$ cat src/rtl/npuf_pkg.sv
// Shared definitions for the NPUF batch sequencer: FSM state encoding,
// LFSR tap positions, default sizing and small helper functions.
package npuf_pkg;

  typedef enum logic [2:0] {
    ST_IDLE,
    ST_ARM,
    ST_SETTLE,
    ST_SAMPLE,
    ST_DONE
  } npuf_state_e;

  localparam int NPUF_RESP_W_DEF  = 32;
  localparam int NPUF_RST_CYC_DEF = 4;

  // Fibonacci taps 128/126/101/99 expressed as zero-based bit indices
  localparam int LFSR_W    = 128;
  localparam int LFSR_TAP0 = 127;
  localparam int LFSR_TAP1 = 125;
  localparam int LFSR_TAP2 = 100;
  localparam int LFSR_TAP3 = 98;

  // One shift of the challenge LFSR
  function automatic logic [LFSR_W-1:0] lfsr_next(input logic [LFSR_W-1:0] c);
    logic fb;
    fb = c[LFSR_TAP0] ^ c[LFSR_TAP1] ^ c[LFSR_TAP2] ^ c[LFSR_TAP3];
    return {c[LFSR_W-2:0], fb};
  endfunction

  // An all-zero state would lock the LFSR, so substitute 1
  function automatic logic [LFSR_W-1:0] seed_fix(input logic [LFSR_W-1:0] s);
    return (s == '0) ? {{(LFSR_W-1){1'b0}}, 1'b1} : s;
  endfunction

endpackage

$ cat src/rtl/npuf_lfsr128.sv
// 128-bit Fibonacci challenge generator. Load has priority over step;
// the state is zero after reset and only changes on load or step.
module npuf_lfsr128
  import npuf_pkg::*;
(
  input  logic         clk,
  input  logic         reset_n,
  input  logic         load,
  input  logic [127:0] load_val,
  input  logic         step,
  output logic [127:0] state
);

  logic [127:0] state_q, state_d;

  // Next challenge: reload, advance, or hold
  always_comb begin
    state_d = state_q;
    if (load) begin
      state_d = load_val;
    end else if (step) begin
      state_d = lfsr_next(state_q);
    end
  end

  // Challenge register
  always_ff @(posedge clk) begin
    if (!reset_n) begin
      state_q <= '0;
    end else begin
      state_q <= state_d;
    end
  end

  assign state = state_q;

endmodule

$ cat src/rtl/npuf_seq.sv
// NPUF batch sequencer: for each response bit, holds the arbiters in reset,
// lets them settle, samples puf_out and advances the challenge LFSR.
// Optional build macro NPUF_SEQ_MAJORITY_EN: evaluate each bit three times
// on the same challenge and shift in the majority vote.
module npuf_seq
  import npuf_pkg::*;
#(
  parameter int RESP_W  = NPUF_RESP_W_DEF,
  parameter int RST_CYC = NPUF_RST_CYC_DEF
) (
  input  logic              clk,
  input  logic              reset_n,
  input  logic              start,
  output logic              busy,
  input  logic [1:0]        length,
  input  logic [127:0]      seed,
  input  logic [7:0]        settle,
  output logic              puf_reset,
  output logic [1:0]        puf_length,
  output logic [127:0]      puf_c,
  input  logic              puf_out,
  output logic [RESP_W-1:0] resp,
  output logic              resp_valid,
  input  logic              resp_ready
);

  // Phase counter must cover both the reset hold and a settle of 255
  localparam int CNT_MAX = (RST_CYC > 256) ? RST_CYC : 256;
  localparam int CNT_W   = $clog2(CNT_MAX + 1);
  localparam int BIT_W   = $clog2(RESP_W + 1);
  localparam logic [CNT_W-1:0] ARM_LAST = CNT_W'(RST_CYC - 1);
  localparam logic [BIT_W-1:0] BIT_LAST = BIT_W'(RESP_W - 1);

  npuf_state_e       state_q, state_d;
  logic [CNT_W-1:0]  cnt_q, cnt_d;
  logic [BIT_W-1:0]  bit_q, bit_d;
  logic [7:0]        settle_q, settle_d;
  logic [1:0]        length_q, length_d;
  logic [RESP_W-1:0] resp_q, resp_d;
  logic              resp_valid_q, resp_valid_d;
  logic              lfsr_load, lfsr_step;
  logic [127:0]      lfsr_state;
  logic [CNT_W-1:0]  settle_last;

`ifdef NPUF_SEQ_MAJORITY_EN
  logic [1:0] ev_q, ev_d;
  logic [1:0] smp_q, smp_d;

  function automatic logic maj3(input logic a, input logic b, input logic c);
    return (a & b) | (a & c) | (b & c);
  endfunction
`endif

  // A settle of zero still gets one settle cycle
  assign settle_last = (settle_q == 8'd0) ? '0 : CNT_W'(settle_q - 8'd1);

  npuf_lfsr128 u_lfsr (
    .clk      (clk),
    .reset_n  (reset_n),
    .load     (lfsr_load),
    .load_val (seed_fix(seed)),
    .step     (lfsr_step),
    .state    (lfsr_state)
  );

  // Next-state and datapath control for the evaluation sequence
  always_comb begin
    state_d      = state_q;
    cnt_d        = cnt_q;
    bit_d        = bit_q;
    settle_d     = settle_q;
    length_d     = length_q;
    resp_d       = resp_q;
    resp_valid_d = resp_valid_q;
    lfsr_load    = 1'b0;
    lfsr_step    = 1'b0;
`ifdef NPUF_SEQ_MAJORITY_EN
    ev_d         = ev_q;
    smp_d        = smp_q;
`endif
    unique case (state_q)
      ST_IDLE: begin
        if (start) begin
          lfsr_load = 1'b1;
          length_d  = length;
          settle_d  = settle;
          resp_d    = '0;
          bit_d     = '0;
          cnt_d     = '0;
`ifdef NPUF_SEQ_MAJORITY_EN
          ev_d      = '0;
          smp_d     = '0;
`endif
          state_d   = ST_ARM;
        end
      end
      ST_ARM: begin
        if (cnt_q == ARM_LAST) begin
          cnt_d   = '0;
          state_d = ST_SETTLE;
        end else begin
          cnt_d = cnt_q + CNT_W'(1);
        end
      end
      ST_SETTLE: begin
        if (cnt_q == settle_last) begin
          cnt_d   = '0;
          state_d = ST_SAMPLE;
        end else begin
          cnt_d = cnt_q + CNT_W'(1);
        end
      end
      ST_SAMPLE: begin
`ifdef NPUF_SEQ_MAJORITY_EN
        if (ev_q != 2'd2) begin
          // Keep earlier votes, re-evaluate the same challenge
          smp_d[ev_q[0]] = puf_out;
          ev_d           = ev_q + 2'd1;
          state_d        = ST_ARM;
        end else begin
          resp_d    = {resp_q[RESP_W-2:0], maj3(smp_q[0], smp_q[1], puf_out)};
          lfsr_step = 1'b1;
          ev_d      = '0;
          bit_d     = bit_q + BIT_W'(1);
          state_d   = (bit_q == BIT_LAST) ? ST_DONE : ST_ARM;
        end
`else
        resp_d    = {resp_q[RESP_W-2:0], puf_out};
        lfsr_step = 1'b1;
        bit_d     = bit_q + BIT_W'(1);
        state_d   = (bit_q == BIT_LAST) ? ST_DONE : ST_ARM;
`endif
      end
      ST_DONE: begin
        if (resp_valid_q && resp_ready) begin
          resp_valid_d = 1'b0;
          state_d      = ST_IDLE;
        end else begin
          resp_valid_d = 1'b1;
        end
      end
      default: state_d = ST_IDLE;
    endcase
  end

  // State, counters and response registers
  always_ff @(posedge clk) begin
    if (!reset_n) begin
      state_q      <= ST_IDLE;
      cnt_q        <= '0;
      bit_q        <= '0;
      settle_q     <= '0;
      length_q     <= '0;
      resp_q       <= '0;
      resp_valid_q <= 1'b0;
`ifdef NPUF_SEQ_MAJORITY_EN
      ev_q         <= '0;
      smp_q        <= '0;
`endif
    end else begin
      state_q      <= state_d;
      cnt_q        <= cnt_d;
      bit_q        <= bit_d;
      settle_q     <= settle_d;
      length_q     <= length_d;
      resp_q       <= resp_d;
      resp_valid_q <= resp_valid_d;
`ifdef NPUF_SEQ_MAJORITY_EN
      ev_q         <= ev_d;
      smp_q        <= smp_d;
`endif
    end
  end

  // Arbiters are released only while settling and sampling
  assign puf_reset  = !((state_q == ST_SETTLE) || (state_q == ST_SAMPLE));
  assign busy       = (state_q != ST_IDLE);
  assign puf_c      = lfsr_state;
  assign puf_length = length_q;
  assign resp       = resp_q;
  assign resp_valid = resp_valid_q;

endmodule

$ cat config.mk
export PLATFORM = sky130hd
export DESIGN_NAME = npuf_seq
export DESIGN_NICKNAME = d
export VERILOG_FILES = /design/src/rtl/npuf_pkg.sv /design/src/rtl/npuf_lfsr128.sv /design/src/rtl/npuf_seq.sv
export SDC_FILE = /design/constraint.sdc
export NUM_CORES = 1
export LEC_CHECK = 0
export CAP_MARGIN = 20
export CORE_UTILIZATION = 40
export DETAILED_ROUTE_END_ITERATION = 10
export GPL_TIMING_DRIVEN = 0
export PLACE_DENSITY = 0.73
export SKIP_CTS_REPAIR_TIMING = 1
export SLEW_MARGIN = 20
export SYNTH_ARGS = -nofsm -noshare
export SYNTH_HDL_FRONTEND = slang
export SYNTH_SLANG_ARGS = --single-unit
export TNS_END_PERCENT = 20
$ cat constraint.sdc
create_clock -name clk -period 3 [get_ports clk]
set_clock_uncertainty 0.05 [all_clocks]
set_input_delay 0.45 -clock clk [delete_from_list [all_inputs] [get_ports clk]]
set_output_delay 0.45 -clock clk [all_outputs]
set_load 0.03 [all_outputs]
==> results by group, run 1 <==
Outcome
  • Status: completed

Yosys
  • Syn Inst Count: 1,007
  • FFs w/ async S/R, synth: 0%
  • Synthesized Nets: 1,154
  • Post-synthesis sequential area ratio: 45.8%
  • Top FF cell, synth: dfxtp_1
  • Syn avg cell area: 8.20 sq um
  • Distinct cells, synth: 50
  • Post-synth EDFFs: 0
  • Synth Warn #: 0
  • Synthesized cell area: about 0.0083 sq mm
  • #FFs+latches synth: between 150 and 200

Timing
  • Relative slew slack: 51.7%
  • Unrepaired setup endpoints after global routing: no
  • Hold Fails Final Rpt: 0
  • Max Transition Viols Final: 0
  • Worst-margin pin slew: 0.722 ns
  • Fin crit share: 92.2%
  • Final Setup Violations: 0
  • Tmin final: 2.77 ns
  • FMAX: 362 MHz

Finish
  • Most frequent cells in the layout: clkdlybuf4s50_1, nor2_1, dfxtp_1
  • Util after Layout: 60.5%
  • Register Area: between 0.003 and 0.004 sq mm
  • Final Cell Area: between 0.01 and 0.015 sq mm
  • Area Growth Syn to Fin: 48.3%
  • Nets: about 1.5k
  • Filler cells: between 1.5k and 2k
  • Multi-input logic area: between 0.004 and 0.005 sq mm
  • Most common cell after layout, fill and taps aside: clkdlybuf4s50_1
  • Layout cells sized above 1: between 3 and 4%

Placed design
  • Placed cell area: 0.0117 sq mm
  • Placer Congestion: 0.923
  • # port buffers: 307
  • DP HPWL: 21,700 microns

Floorplan
  • Core area: 0.0202 sq mm
  • Die area: 0.0212 sq mm
  • Starting density of the core: 40.8%
  • Num rows: 52
  • Top-Level Pins: ~310
  • Die Height: between 100 and 150 microns
  • Die Span X: 146 microns

Power
  • Worst VDD drop: around 360 uV
  • P per Cell Area: 683 mW/mm^2
  • Total leakage power: between 4 and 5 nW

Drt
  • Total wire length: 28,900 microns
  • Initial DRC count: 455
  • Wire length per cell: about 18 microns
  • Initial DRT Pass Iterations: 6
  • Vias per cell: 5.52
  • Remaining DRCs: 0
  • Vias: 8,924
  • DRT antenna net count: 0

Global routing
  • First-pass GRT wire length: 45,200 microns
  • GR Util met2: 44.1%
  • Initial antenna violation count: 0
  • Busiest layer in global routing: met2
  • Met1 usage: between 30% and 40%
  • Met3 Use GR: about 6.8%
  • Largest net degree at the start of global routing: 19
  • All-layer global routing usage: 26.7%
  • GR Overflow Total: 0
  • Vias in the first global route: 8,547

Setup path
  • Worst EP arrival: 3.03 ns
  • WP buf/inv: 1
  • CP max stage cell: o311ai_1
  • Worst-path maximum fanout: 7
  • Req. time, crit path: 3.27 ns
  • Critical Path Sink Type: register
  • Kind of critical path: register to register
  • Top delay family on crit path: compound AO/OA/AOI/OAI gates
  • Critical Path Source Type: register
  • CP Cell Sequence: inv_1, ha_1, nor3b_1, xor2_1, o21a_1, o311ai_1, o2111a_1, o32ai_2, a31o_1
  • CP max stage delay: 0.43 ns

CTS
  • CTS tree: yes
  • CTS Buf Count: 17
  • Root buffer cell: clkbuf_16
  • Sink Count: 189
  • H-tree depth: 4
  • Clk slew on worst S/H paths: 0.07 ns
  • CTS max path bufs: 2
  • Clock Latency Late Sink: between 0.4 and 0.5 ns

Worst hold path
  • Hold WC Path Type: register to register

Flow run
  • Max cap viols: 0
worst register-to-register path: stages (launching register included):
cell      delay [ns]
dfxtp_1         0.37
inv_1           0.12
ha_1            0.32
nor3b_1         0.36
xor2_1          0.14
o21a_1          0.19
o311ai_1        0.43
o2111a_1        0.33
o32ai_2         0.11
a31o_1          0.24
registers in the layout, summed over array words and instances (netlist names):
signal / cells
u_lfsr.state: 128
resp: 32
cnt_q: 9
settle_q: 8
bit_q: 6
state_q: 3
puf_length: 2
resp_valid: 1
cell usage after synthesis, types with 3 or more instances:
cell,count,area (sq um)
nor4_1,36,225
xnor2_1,8,70.1
nand3_1,44,220
o22ai_1,5,31.3
and2_1,6,37.5
a31oi_1,3,18.8
a21boi_0,43,323
nor3_1,7,35.0
ha_1,4,50.1
buf_1,5,18.8
a21oi_1,6,30.0
or4_1,4,30.0
nand2_1,83,312
clkbuf_1,81,304
xor2_1,6,52.6
dfxtp_1,189,3780
nor2b_1,8,50.1
o21ai_0,15,75.1
nor3b_1,3,22.5
o221ai_1,127,1110
nand4_1,12,75.1
nand3b_1,4,30.0
nor2_1,270,1010
inv_1,5,18.8
per-layer routing:
metal / vias to the layer above / wire length [microns]
met2: 333 / 13700
met4: 0 / 906
met5: - / 0
li1: 4313 / -
met1: 4221 / 12300
met3: 57 / 2000
final timing paths:
| path | endpoint | from | slack (ns) | cells after the start |
|---|---|---|---|---|
| max | cnt_q[1]$_SDFFE_PN0P_ | settle_q[0]$_SDFFE_PN0P_ | 0.23 | 9 |
| min | puf_length[0]$_SDFFE_PN0P_ | puf_length[0]$_SDFFE_PN0P_ | 0.41 | 2 |
| min reg2reg | puf_length[0]$_SDFFE_PN0P_ | puf_length[0]$_SDFFE_PN0P_ | 0.41 | 2 |
| max reg2reg | cnt_q[1]$_SDFFE_PN0P_ | settle_q[0]$_SDFFE_PN0P_ | 0.23 | 9 |
cell type report:
| cell class | instances | area share [%] |
|---|---|---|
| Multi-Input combinational cell | 725 | 33.6 |
| Sequential cell | 189 | 30.9 |
| Timing Repair Buffer | 307 | 25.1 |
| Clock buffer | 20 | 3.65 |
| Buffer | 88 | 2.80 |
| Tap cell | 270 | 2.76 |
| Clock inverter | 12 | 0.981 |
| Inverter | 5 | 0.153 |
| Antenna cell | 1 | 0.0204 |
through the flow:
| step | setup WS, ns | cells | hold WS (ns) | power (W) | TNS, ns |
|---|---|---|---|---|---|
| 6_report | 0.235 | 1617 | 0.414 | 0.00836 | 0 |
| 3_3_place_gp | -0.00989 | 1584 | 0.402 | 0.00614 | -0.0438 |
| 2_1_floorplan | 0.661 | 1007 | 0.400 | 0.00489 | 0 |
| 3_5_place_dp | -0.0878 | 1584 | 0.409 | 0.00618 | -1.34 |
| 4_1_cts | -0.00881 | 1616 | 0.419 | 0.00838 | -0.00881 |
| 5_1_grt | 0.0318 | 1616 | 0.464 | 0.00878 | 0 |
cells by family (layout without fill, tap and decap cells):
group | count (synthesis) | after routing | synth area share, %
AO/OA/AOI/OAI | 217 | 217 | 21.5
XOR/XNOR | 15 | 15 | 1.76
adder cells (fa/ha/maj) | 4 | 4 | 0.606
buffers and inverters | 93 | 432 | 4.33
flip-flops | 189 | 189 | 45.8
other | 0 | 1 | 0
AND/OR/NAND/NOR | 489 | 489 | 25.9
report_power, final:
part           total [W]  internal [W]  switching (W)
registers        0.00318       0.00287       0.000317
logic            0.00296       0.00118        0.00178
clock network    0.00221       0.00113        0.00108
total            0.00836       0.00517        0.00318
No activity file was read; power rests on OpenSTA's default activity.
==> run 2, diff against run 1 <==
Settings changed: GPL_ROUTABILITY_DRIVEN set to 1.
==> results of run 2 <==
Same layout as run 1: the final DEF is identical, and so are final timing and power.
